==> src/rtl/de10_bus_pkg.sv <==
// Shared types and region-decode constants for the DE10-Lite system bus.
package de10_bus_pkg;

  localparam int unsigned TAG_HI = 31;
  localparam int unsigned TAG_LO = 22;
  localparam int unsigned TAG_W  = TAG_HI - TAG_LO + 1;

  localparam logic [TAG_W-1:0] SDRAM_TAG = '0;

  typedef enum logic [1:0] {
    IDLE,
    BUSY,
    RESP
  } state_e;

  typedef enum logic {
    M0,
    M1
  } master_e;

endpackage

==> src/rtl/de10_region_decode.sv <==
// Region decode: maps an address tag to exactly one target select.
module de10_region_decode #(
  parameter int unsigned      TAG_W     = de10_bus_pkg::TAG_W,
  parameter logic [TAG_W-1:0] SDRAM_TAG = TAG_W'(de10_bus_pkg::SDRAM_TAG)
) (
  input  logic [TAG_W-1:0] tag_i,
  output logic             sel_sdram_c_o,
  output logic             sel_periph_c_o
);

  assign sel_sdram_c_o  = (tag_i == SDRAM_TAG);
  assign sel_periph_c_o = ~sel_sdram_c_o;

endmodule

==> src/rtl/de10_bus_arbiter.sv <==
// Round-robin arbiter sharing the system bus between ifetch (m0) and data (m1)
// ports, with per-transaction target select and a BUSY-cycle timeout watchdog.
module de10_bus_arbiter #(
  parameter int unsigned                ADDR_W    = 32,
  parameter int unsigned                DATA_W    = 32,
  parameter int unsigned                TAG_HI    = de10_bus_pkg::TAG_HI,
  parameter int unsigned                TAG_LO    = de10_bus_pkg::TAG_LO,
  parameter logic [TAG_HI-TAG_LO:0]     SDRAM_TAG = (TAG_HI-TAG_LO+1)'(de10_bus_pkg::SDRAM_TAG),
  parameter int unsigned                TIMEOUT   = 255
) (
  input  logic                clk,
  input  logic                rst,
  input  logic                m0_req,
  input  logic [ADDR_W-1:0]   m0_addr,
  output logic [DATA_W-1:0]   m0_rdata,
  output logic                m0_ack,
  output logic                m0_err,
  input  logic                m1_req,
  input  logic                m1_we,
  input  logic [ADDR_W-1:0]   m1_addr,
  input  logic [DATA_W-1:0]   m1_wdata,
  input  logic [DATA_W/8-1:0] m1_be,
  output logic [DATA_W-1:0]   m1_rdata,
  output logic                m1_ack,
  output logic                m1_err,
  output logic                en_sdram,
  output logic                en_periph,
  output logic [ADDR_W-1:0]   bus_addr,
  output logic                bus_we,
  output logic [DATA_W-1:0]   bus_wdata,
  output logic [DATA_W/8-1:0] bus_be,
  input  logic [DATA_W-1:0]   sdram_rdata,
  input  logic                sdram_ready,
  input  logic [DATA_W-1:0]   per_rdata,
  input  logic                per_ready
);

  import de10_bus_pkg::*;

  localparam int unsigned BE_W  = DATA_W / 8;
  localparam int unsigned TW    = TAG_HI - TAG_LO + 1;
  localparam int unsigned CNT_W = 8;

  state_e              state_q,     state_d;
  master_e             rr_last_q,   rr_last_d;
  logic [CNT_W-1:0]    tmo_cnt_q,   tmo_cnt_d;
  logic                en_sdram_q,  en_sdram_d;
  logic                en_periph_q, en_periph_d;
  logic [ADDR_W-1:0]   bus_addr_q,  bus_addr_d;
  logic                bus_we_q,    bus_we_d;
  logic [DATA_W-1:0]   bus_wdata_q, bus_wdata_d;
  logic [BE_W-1:0]     bus_be_q,    bus_be_d;
  logic [DATA_W-1:0]   m0_rdata_q,  m0_rdata_d;
  logic [DATA_W-1:0]   m1_rdata_q,  m1_rdata_d;
  logic                m0_ack_q,    m0_ack_d;
  logic                m0_err_q,    m0_err_d;
  logic                m1_ack_q,    m1_ack_d;
  logic                m1_err_q,    m1_err_d;

  master_e             win_c;
  logic [ADDR_W-1:0]   win_addr_c;
  logic                sel_sdram_c;
  logic                sel_periph_c;
  logic                sel_ready_c;
  logic [DATA_W-1:0]   sel_rdata_c;

  // Round-robin pick: on a tie the master that did not win last time goes.
  always_comb begin
    win_c = M0;
    if (m0_req && m1_req) begin
      win_c = (rr_last_q == M0) ? M1 : M0;
    end else if (m1_req) begin
      win_c = M1;
    end
  end

  assign win_addr_c = (win_c == M1) ? m1_addr : m0_addr;

  de10_region_decode #(
    .TAG_W     (TW),
    .SDRAM_TAG (SDRAM_TAG)
  ) u_region_decode (
    .tag_i          (win_addr_c[TAG_HI:TAG_LO]),
    .sel_sdram_c_o  (sel_sdram_c),
    .sel_periph_c_o (sel_periph_c)
  );

  // Only the selected target's handshake is ever observed.
  assign sel_ready_c = (en_sdram_q & sdram_ready) | (en_periph_q & per_ready);
  assign sel_rdata_c = en_sdram_q ? sdram_rdata : per_rdata;

  always_comb begin
    state_d     = state_q;
    rr_last_d   = rr_last_q;
    tmo_cnt_d   = tmo_cnt_q;
    en_sdram_d  = en_sdram_q;
    en_periph_d = en_periph_q;
    bus_addr_d  = bus_addr_q;
    bus_we_d    = bus_we_q;
    bus_wdata_d = bus_wdata_q;
    bus_be_d    = bus_be_q;
    m0_rdata_d  = m0_rdata_q;
    m1_rdata_d  = m1_rdata_q;
    m0_ack_d    = 1'b0;
    m0_err_d    = 1'b0;
    m1_ack_d    = 1'b0;
    m1_err_d    = 1'b0;

    unique case (state_q)
      IDLE: begin
        if (m0_req || m1_req) begin
          rr_last_d   = win_c;
          bus_addr_d  = win_addr_c;
          bus_we_d    = (win_c == M1) && m1_we;
          bus_wdata_d = (win_c == M1) ? m1_wdata : '0;
          bus_be_d    = (win_c == M1) ? m1_be : '1;
          en_sdram_d  = sel_sdram_c;
          en_periph_d = sel_periph_c;
          tmo_cnt_d   = '0;
          state_d     = BUSY;
        end
      end

      BUSY: begin
        if (sel_ready_c) begin
          en_sdram_d  = 1'b0;
          en_periph_d = 1'b0;
          if (rr_last_q == M1) begin
            m1_rdata_d = bus_we_q ? '0 : sel_rdata_c;
            m1_ack_d   = 1'b1;
          end else begin
            m0_rdata_d = bus_we_q ? '0 : sel_rdata_c;
            m0_ack_d   = 1'b1;
          end
          state_d = RESP;
        end else if (tmo_cnt_q == CNT_W'(TIMEOUT - 1)) begin
          // Hung target: release the bus and report an error ack.
          en_sdram_d  = 1'b0;
          en_periph_d = 1'b0;
          if (rr_last_q == M1) begin
            m1_rdata_d = '0;
            m1_ack_d   = 1'b1;
            m1_err_d   = 1'b1;
          end else begin
            m0_rdata_d = '0;
            m0_ack_d   = 1'b1;
            m0_err_d   = 1'b1;
          end
          state_d = RESP;
        end else begin
          tmo_cnt_d = tmo_cnt_q + CNT_W'(1);
        end
      end

      RESP: begin
        state_d = IDLE;
      end

      default: begin
        state_d = IDLE;
      end
    endcase
  end

  always_ff @(posedge clk) begin
    if (rst) begin
      state_q     <= IDLE;
      rr_last_q   <= M1;
      tmo_cnt_q   <= '0;
      en_sdram_q  <= 1'b0;
      en_periph_q <= 1'b0;
      bus_addr_q  <= '0;
      bus_we_q    <= 1'b0;
      bus_wdata_q <= '0;
      bus_be_q    <= '0;
      m0_rdata_q  <= '0;
      m1_rdata_q  <= '0;
      m0_ack_q    <= 1'b0;
      m0_err_q    <= 1'b0;
      m1_ack_q    <= 1'b0;
      m1_err_q    <= 1'b0;
    end else begin
      state_q     <= state_d;
      rr_last_q   <= rr_last_d;
      tmo_cnt_q   <= tmo_cnt_d;
      en_sdram_q  <= en_sdram_d;
      en_periph_q <= en_periph_d;
      bus_addr_q  <= bus_addr_d;
      bus_we_q    <= bus_we_d;
      bus_wdata_q <= bus_wdata_d;
      bus_be_q    <= bus_be_d;
      m0_rdata_q  <= m0_rdata_d;
      m1_rdata_q  <= m1_rdata_d;
      m0_ack_q    <= m0_ack_d;
      m0_err_q    <= m0_err_d;
      m1_ack_q    <= m1_ack_d;
      m1_err_q    <= m1_err_d;
    end
  end

  assign en_sdram  = en_sdram_q;
  assign en_periph = en_periph_q;
  assign bus_addr  = bus_addr_q;
  assign bus_we    = bus_we_q;
  assign bus_wdata = bus_wdata_q;
  assign bus_be    = bus_be_q;
  assign m0_rdata  = m0_rdata_q;
  assign m1_rdata  = m1_rdata_q;
  assign m0_ack    = m0_ack_q;
  assign m0_err    = m0_err_q;
  assign m1_ack    = m1_ack_q;
  assign m1_err    = m1_err_q;

endmodule
==> config.mk <==
export PLATFORM = sky130hd
export DESIGN_NAME = de10_bus_arbiter
export DESIGN_NICKNAME = d
export VERILOG_FILES = /design/src/rtl/de10_bus_pkg.sv /design/src/rtl/de10_region_decode.sv /design/src/rtl/de10_bus_arbiter.sv
export SDC_FILE = /design/constraint.sdc
export NUM_CORES = 1
export LEC_CHECK = 0
export CAP_MARGIN = 20
export CORE_MARGIN = 5
export CORE_UTILIZATION = 30
export CTS_CLUSTER_DIAMETER = 30
export DETAILED_ROUTE_END_ITERATION = 8
export GPL_ROUTABILITY_DRIVEN = 0
export GPL_TIMING_DRIVEN = 0
export HOLD_SLACK_MARGIN = 0.03
export SKIP_LAST_GASP = 1
export SLEW_MARGIN = 15
export SYNTH_ARGS = -nofsm -noshare
export SYNTH_HDL_FRONTEND = slang
export SYNTH_SLANG_ARGS = --single-unit
==> constraint.sdc <==
create_clock -name clk -period 1.9 [get_ports clk]
set_input_delay 0.19 -clock clk [delete_from_list [all_inputs] [get_ports clk]]
set_output_delay 0.19 -clock clk [all_outputs]
set_load 0.03 [all_outputs]
==> results of run 1 <==
==> stage by stage <==
step                TNS [ns]  hold WS (ns)  worst slack, ns
finish                     0        0.3497          0.06187
global route         -0.3220        0.3392         -0.03171
CTS                        0        0.3312          0.06224
detailed placement    -21.48        0.4454          -0.3326
global placement      -21.52        0.4434          -0.3223
floorplan                  0        0.3491           0.2350
==> synthesized netlist by cell type (2+ instances only) <==
master,count,area share [%]
nand2_1,75,4.8
nor2_1,71,4.5
ha_1,2,0.43
nand2b_1,4,0.43
dfxtp_1,150,51
o221a_1,5,0.96
nand3_1,3,0.26
buf_2,18,1.5
a31oi_2,2,0.43
o2bb2ai_1,63,9.4
clkbuf_1,26,1.7
a311oi_1,12,1.8
nand4_1,3,0.32
or3_1,2,0.21
buf_1,2,0.13
a211oi_1,3,0.38
and2_1,2,0.21
or4_1,3,0.38
a311oi_2,19,4.9
a21boi_1,2,0.26
nor3_1,5,0.43
mux2i_1,33,5.6
nor4_2,2,0.43
nor4_1,4,0.43
a21oi_1,3,0.26
nor2b_1,2,0.21
buf_6,2,0.38
o21ai_1,2,0.17
a22oi_1,33,4.2
inv_1,6,0.38
==> cells by family after synthesis <==
kind of cell	after synthesis	share of synthesized area, %
simple gates	181	13.26
compound gates	159	25.19
flops	150	51.10
buf+inv	55	4.215
mux	34	5.812
fa+ha+maj	2	0.4257
==> registers in the layout (all words and copies together), names as in the netlist <==
register / flops
m0_rdata: 32
m0_ack: 1
bus_be: 4
m1_rdata: 32
rr_last_q: 1
en_periph: 1
m0_err: 1
bus_we: 1
bus_wdata: 32
en_sdram: 1
m1_err: 1
m1_ack: 1
state_q: 2
tmo_cnt_q: 8
bus_addr: 32
==> worst max-delay path, stage by stage <==
cell and delay [ns]:
clkdlybuf4s50_1 0.64, clkbuf_1 0.53, buf_1 0.66, a311oi_2 0.07
==> layout make-up <==
cell class	count	area, µm²
Tap cell	265	331.6
Clock inverter	14	145.1
Buffer	49	239.0
Fill cell	1846	9493
Clock buffer	18	429.2
Multi-Input combinational cell	376	2643
Sequential cell	150	3003
Timing Repair Buffer	309	3093
Inverter	6	22.52
==> worst max-delay path by stage <==
stage	startpoint	to	slack [ns]	cells after the start
detailed placement	rst	bus_addr[10]	-0.33	4
global route	tmo_cnt_q[0]	m1_rdata[6]	-0.03	7
finish	rst	bus_addr[29]	0.06	4
CTS	tmo_cnt_q[0]	m0_rdata[26]	0.06	7
floorplan	en_sdram	m0_rdata[0]	0.23	4
global placement	rst	bus_addr[10]	-0.32	4
==> per-layer routing <==
| layer | wire [µm] | part of all wire (%) | vias to the layer above | global-route usage, % |
|---|---|---|---|---|
| li1 | - | - | 2800 | - |
| met1 | 9041 | 42 | 2748 | 23.43 |
| met2 | 10510 | 48 | 200 | 31.27 |
| met3 | 1592 | 7.3 | 34 | 6.057 |
| met4 | 629 | 2.9 | 0 | 6.359 |
| met5 | 0 | 0 | - | 0 |
==> cells in the final DEF, fill, tap and decap left out, drive strengths merged, types with 2 or more instances in the layout <==
cell type and n:
o21ai 4, buf 22, clkdlybuf4s50 309, a21oi 3, clkinv 5, a311oi 31
a211oi 3, or4 3, nand2 75, or3 2, nor3 6, and2 2
clkinvlp 3, a31oi 2, or2 2, nor2b 2, mux2i 33, a22oi 35
nor4 6, o2bb2ai 63, o221a 5, inv 11, nand4 3, nand3 3
ha 2, clkbuf 45, nor2 72, nand2b 4, a21boi 3, dfxtp 150
==> where the power goes <==
part | internal, mW | switching [mW] | leakage, nW | total, mW
Clock | 1.84 | 1.44 | 0.272 | 3.28
Sequential | 3.30 | 0.0887 | 1.22 | 3.39
Combinational | 0.791 | 0.889 | 2.02 | 1.68
Total | 5.94 | 2.41 | 3.51 | 8.35
==> repair_timing <==
| action | in CTS | in global routing |
|---|---|---|
| buffers inserted | 0 | 0 |
| resized for setup | 0 | 21 |
| endpoints found under the setup margin | 0 | 97 |
==> results summary, run 1 <==
The run finished with clean final reports. The count of TritonRoute iterations in the first routing pass came out at 5. The worst min-delay path category is primary input to register. The share of layout cells above drive strength 1 is 9.978%. The type of destination of the critical path is a register. After global routing the overflow that remains totals 0. The number of cells after detailed placement is 1155. From synthesis to final layout, the design area changed by 68.55%. The worst hold path terminates at bus_addr[6]. The effective utilization at floorplan is 30.30%. The number of design-rule violations left by the first detailed-router iteration came out at 328. The total routed wirelength is 21770 µm. The highest fanout seen on the critical path came out at 10. Data on the critical path is required at its endpoint by 2.16 ns. The worst reg2reg path startpoint is tmo_cnt_q[0]. Setup repair after global routing could not meet its margin everywhere. The floorplan has 51 rows. The synthesized area per cell came out at 10.12 µm². In this run, synthesis inferred 0 flip-flops with an integrated enable. Buffers placed on the I/O ports in this run total 309. The clock sink total came out at 150. The number of failing hold endpoints at the final stage came out at 0. The share of synthesized registers carrying an async set or reset came out at 0%. The time the worst path needs with I/O delays and setup came out at 1.838 ns. Sequential cells were found to cover 51.10% of the synthesized design area. The worst path uses 96.74% of the clock period.

The number of violations of the max-capacitance limit is 0. Buffers inserted to repair hold after CTS numbered 0. The arrival time at the worst endpoint is 2.10 ns. The maximum clock rate is 544.0 MHz. After the last flow step, the layout net total stands at 1082.

The number of buffers created by CTS came out at 17. Clock-pin slew was measured on the worst setup and hold paths at 0.06 ns. The worst register-to-register path ends at m1_rdata[19]. The pin count of the biggest net entering global routing is 17. The synthesized design contains 150 register bits. The worst setup path is launched from a primary input. Once layout is complete, the cells apart from fillers number 1187. In this run, distinct cell masters in the synthesized netlist total 52. The count of final max-slew check failures came to 0. The HPWL reported at the end of detailed placement came out at 16850 µm. The warning count from the yosys run is 0. The via-per-instance ratio is 4.871. The number of cells on the worst reg-to-reg path is 7. The floorplan step defined a die boundary enclosing 22490 µm². The total global routing track utilization is 18.96%. The number of antenna violations at the first check in global routing came to 0. The number of nets in the synthesized netlist came out at 754. The number of global-route vias before repair is 5961. The worst register-to-register path has a setup slack of 0.09 ns. The first global-routing pass estimated 33310 µm of wire. Counting along the longest clock path gives a buffer depth of 2.

The synthesized cell area came out at 5877 µm². The final core utilization came out at 51.06%. The final routed wire length divided by cell count came out at 18.34 µm. During I/O placement, the number of pins put on the boundary was 310.

The post-placement cell area is 9301 µm². The worst setup path is of the primary input to register kind. The final standard cell area without fillers came out at 9906 µm². 0 antenna diodes ended up in the layout. The worst clock skew on the final layout is 0.009683 ns. The power density over cell area is 843.0 nW/µm². The cell count after synthesis came out at 581. In this run the clock root is driven by a clkbuf_16. The die extent in x came out at 150.0 µm. The detail route stage leaves a number of antenna-violating nets equal to 0.

The region available for standard cell placement spans 19400 µm². At the later pin of the worst-skew pair, clock insertion delay measures 0.41 ns. Counting instances, the worst hold path has a depth of 3. Among all flip-flop cells after synthesis, the most frequent one is dfxtp_1. The H-tree generated during clock tree synthesis spans 4 levels.

The total chip power came out at 8.350 mW. The die is 150.0 µm tall. Across the VDD grid, the largest voltage drop is 0.6349 mV.

The total leakage power is 3.513 nW. The count of unresolved DRC violations after routing is 0. The setup violation total in the final timing report came out at 0. At the pin with the least slew margin, the transition time is 0.7743 ns. The TritonCTS clock tree is done. The startpoint identified for the worst hold timing path is m1_addr[6]. The worst slew slack as a fraction of its limit came out at 48.38%. The routed via count is 5782.
Power figures use the tool's default switching activity.
==> inputs of run 2 (changes only) <==
SETUP_SLACK_MARGIN = 0.05   (was not set)
==> run 2 against run 1 <==
Net effect:
- clock power hardly changed
- sequential share of layout area is 0.061 points lower
- cell area is 0.20% higher
- combinational power hardly changed
- register-to-register slack better by 0.02 ns
- largest cell class unchanged
- hold slack worse by 0.0018 ns
- non-clock buffer count stayed put
- highest routed layer unchanged
- cell count stayed put
- first-iteration DRC count is 4.6% lower
- critical path type is now register to register
- power hardly changed
- die area stayed put
==> results summary, run 2 (synthesis gave the netlist of run 1 again) <==
The number of antenna diodes is 0 (unchanged). The count of TritonRoute iterations in the first routing pass is 4 (-1). The worst slew slack as a fraction of its limit came out at 54.82% (+6.4 points). The die extent in x is 150.0 µm (unchanged).

The number of failing hold endpoints at the final stage came out at 0 (unchanged). The highest fanout seen on the critical path is 10 (unchanged). The buffer count from post-CTS setup fixing is 0 (unchanged). The count of unresolved DRC violations after routing came out at 0 (unchanged). The tightest min-delay check is of the primary input to register type.

The sequential power share came out at 40.6% (about the same). The die boundary height is 150.0 µm (unchanged). The final routed wire length divided by cell count is 18.34 µm (about the same). The number of nets with antenna violations after detailed routing is 0 (unchanged). The cell-internal power is 5.940 mW (about the same). The number of placement rows is 51 (unchanged).

The transition time at the pin with the least slew margin is 0.6778 ns (-0.09657 ns). The clock network fraction of total power is 39.3% (about the same). The share of the cycle needed by the critical path after routing is 94.40% (-2.3 points). The worst clock skew on the final layout came out at 0.01102 ns (+0.001340 ns).

TritonCTS built the clock tree. The power density over cell area came out at 841.8 nW/µm² (-0.14%). Relative to the synthesized area, the layout overhead comes to 68.90%. The placeable core region is 19400 µm² (unchanged). The number of global-route vias before repair is 5961 (unchanged). The count of nets after finishing is 1082 (unchanged). The share of layout cells above drive strength 1 came out at 10.63% (+0.65 points). The total leakage power is 3.548 nW (+1.0%).

The count of pins on the block boundary came out at 310 (unchanged). The type of destination of the critical path is a register. The number of cells after detailed placement came out at 1155 (unchanged).

The total routed wirelength came out at 21770 µm (about the same). The worst-skew pair later-pin latency came out at 0.42 ns (about the same). The effective utilization at floorplan is 30.30% (unchanged).

The clock slew at the register clock pins of the worst setup and hold paths was 0.07 ns (about the same). In the layout the commonest cells are 308 x clkdlybuf4s50_1, 150 x dfxtp_1, 75 x nand2_1, 71 x nor2_1, 63 x o2bb2ai_1. The global-route wire length before repair is 33310 µm (unchanged). The critical path in this run is classified as register to register. The clock sink total is 150 (unchanged). The count of buffers from port buffering came out at 309 (unchanged).

The combinational fraction of design power is 20.1% (about the same). The number of fillers in the final layout is 1844 (-0.11%). The number of design-rule violations left by the first detailed-router iteration is 313 (-4.6%). The worst vdd rail ir drop came out at 0.6357 mV (+0.13%). The routed via count came to 5766 (-0.28%). The number of buffers and inverters on the critical path is 2 (-1). The HPWL reported at the end of detailed placement is 16850 µm (unchanged). The count of final max-slew check failures came out at 0 (unchanged). The arrival time at the worst endpoint is 2.13 ns (+0.03 ns). The critical path goes through inv_1 > ha_1 > nand3_1 > o21ai_2 > a31oi_2 > clkbuf_4 > o2bb2ai_1. The total congestion overflow after global routing is 0 (unchanged). The number of violations of the max-capacitance limit came out at 0 (unchanged). The worst hold-check slack is 0.3479 ns (-0.001791 ns). The level count of the clock H-tree came out at 4 (unchanged). The pin count of the biggest net entering global routing was 17 (unchanged).

The post-layout instance count excluding filler cells is 1187 (unchanged). The number of antenna violations at the first check in global routing is 0 (unchanged). The overall die area is 22490 µm² (unchanged).

The number of buffers created by CTS is 17 (unchanged). The leading cell type in the layout, fill and taps excluded is clkdlybuf4s50_1. The setup violation total in the final timing report came out at 0 (unchanged).

The net switching component of the power is 2.416 mW (about the same). The kind of launch point of the worst setup path is a register. The delay of the slowest cell on the worst path came out at 0.40 ns (-0.26 ns). The tree is rooted in a clkbuf_16.

The time the worst path needs with I/O delays and setup is 1.794 ns (-0.04452 ns). The total global routing track utilization is 18.96% (unchanged). The net switching fraction of the power is 28.92% (about the same).

Among cell families on the critical path, the largest total delay comes from compound AO/OA/AOI/OAI gates. The run finished with clean final reports. The maximum clock rate is 557.5 MHz (+2.5%). Setup repair after global routing could not meet its margin everywhere. The highest-delay cell along the critical path is dfxtp_1. The maximum number of buffers from clock root to sink came to 2 (unchanged). The critical path data required time is 2.24 ns (+0.08 ns).

The via-per-instance ratio is 4.858 (-0.28%).
==> run 2: cell count changes in the layout (fill, tap and decap cells not counted), sizes merged <==
cell / previous run / this run
buf: 22 / 18
clkbuf: 45 / 49
clkdlybuf4s50: 309 / 308
dlymetal6s2s: 0 / 1
==> run 2: area by class of cell <==
type | instances | area [µm²] | area share, %
buffer | 49 | 256.5 | 2.584
inverter | 6 | 22.52 | 0.2269
clock inverter | 14 | 145.1 | 1.462
sequential | 150 | 3003 | 30.25
tap | 265 | 331.6 | 3.340
timing repair buffer | 309 | 3095 | 31.19
multi-input combinational | 376 | 2643 | 26.62
clock buffer | 18 | 429.2 | 4.324
==> run 2: metrics by stage <==
stage | setup TNS, ns | setup slack, ns | utilization [%] | area [µm²] | power [mW]
after floorplan | 0 | 0.2350 | - | 5877 | 4.282
after global placement | -21.52 | -0.3223 | 47.95 | 9301 | 5.138
after detailed placement | -21.48 | -0.3326 | 47.95 | 9301 | 5.137
after CTS | 0 | 0.06224 | 50.91 | 9876 | 8.469
after global routing | -0.1985 | -0.02291 | 51.17 | 9926 | 8.736
final | 0 | 0.1064 | 51.17 | 9926 | 8.356
==> run 2: repair_timing <==
action                     in CTS  in global routing
resized for setup               0                 38
setup endpoints to repair       0                124
hold buffers                    0                  0
==> run 2: path summary, 6_finish.rpt <==
check,from,to,slack [ns],cells after the start
worst min-delay path,m1_addr[7],bus_addr[7],0.35,3
worst max register to register,tmo_cnt_q[0],m1_rdata[19],0.11,7
worst max-delay path,tmo_cnt_q[0],m1_rdata[19],0.11,7
worst min register to register,m1_rdata[21],m1_rdata[21],0.46,1
==> run 2: power by group through the flow <==
stage / Sequential [mW] / Combinational, mW / Clock, mW
floorplan: 3.74 / 0.540 / 0
global placement: 3.46 / 1.68 / 0
detailed placement: 3.46 / 1.68 / 0
CTS: 3.39 / 1.69 / 3.39
global route: 3.41 / 1.80 / 3.52
finish: 3.39 / 1.68 / 3.28
==> run 2: tightest hold or removal path, delay by kind of cell <==
| family | cells | cell delay (ns) |
|---|---|---|
| AND/OR/NAND/NOR | 1 | 0.06 |
| AO/OA/AOI/OAI | 1 | 0.07 |
| buffers and inverters | 1 | 0.40 |
==> run 2: metal layers <==
metal	vias to the layer above	wire [µm]	global-route usage (%)
li1	2803	-	-
met1	2738	9009	23.43
met2	191	10570	31.27
met3	34	1572	6.057
met4	0	612	6.359
met5	-	0	0
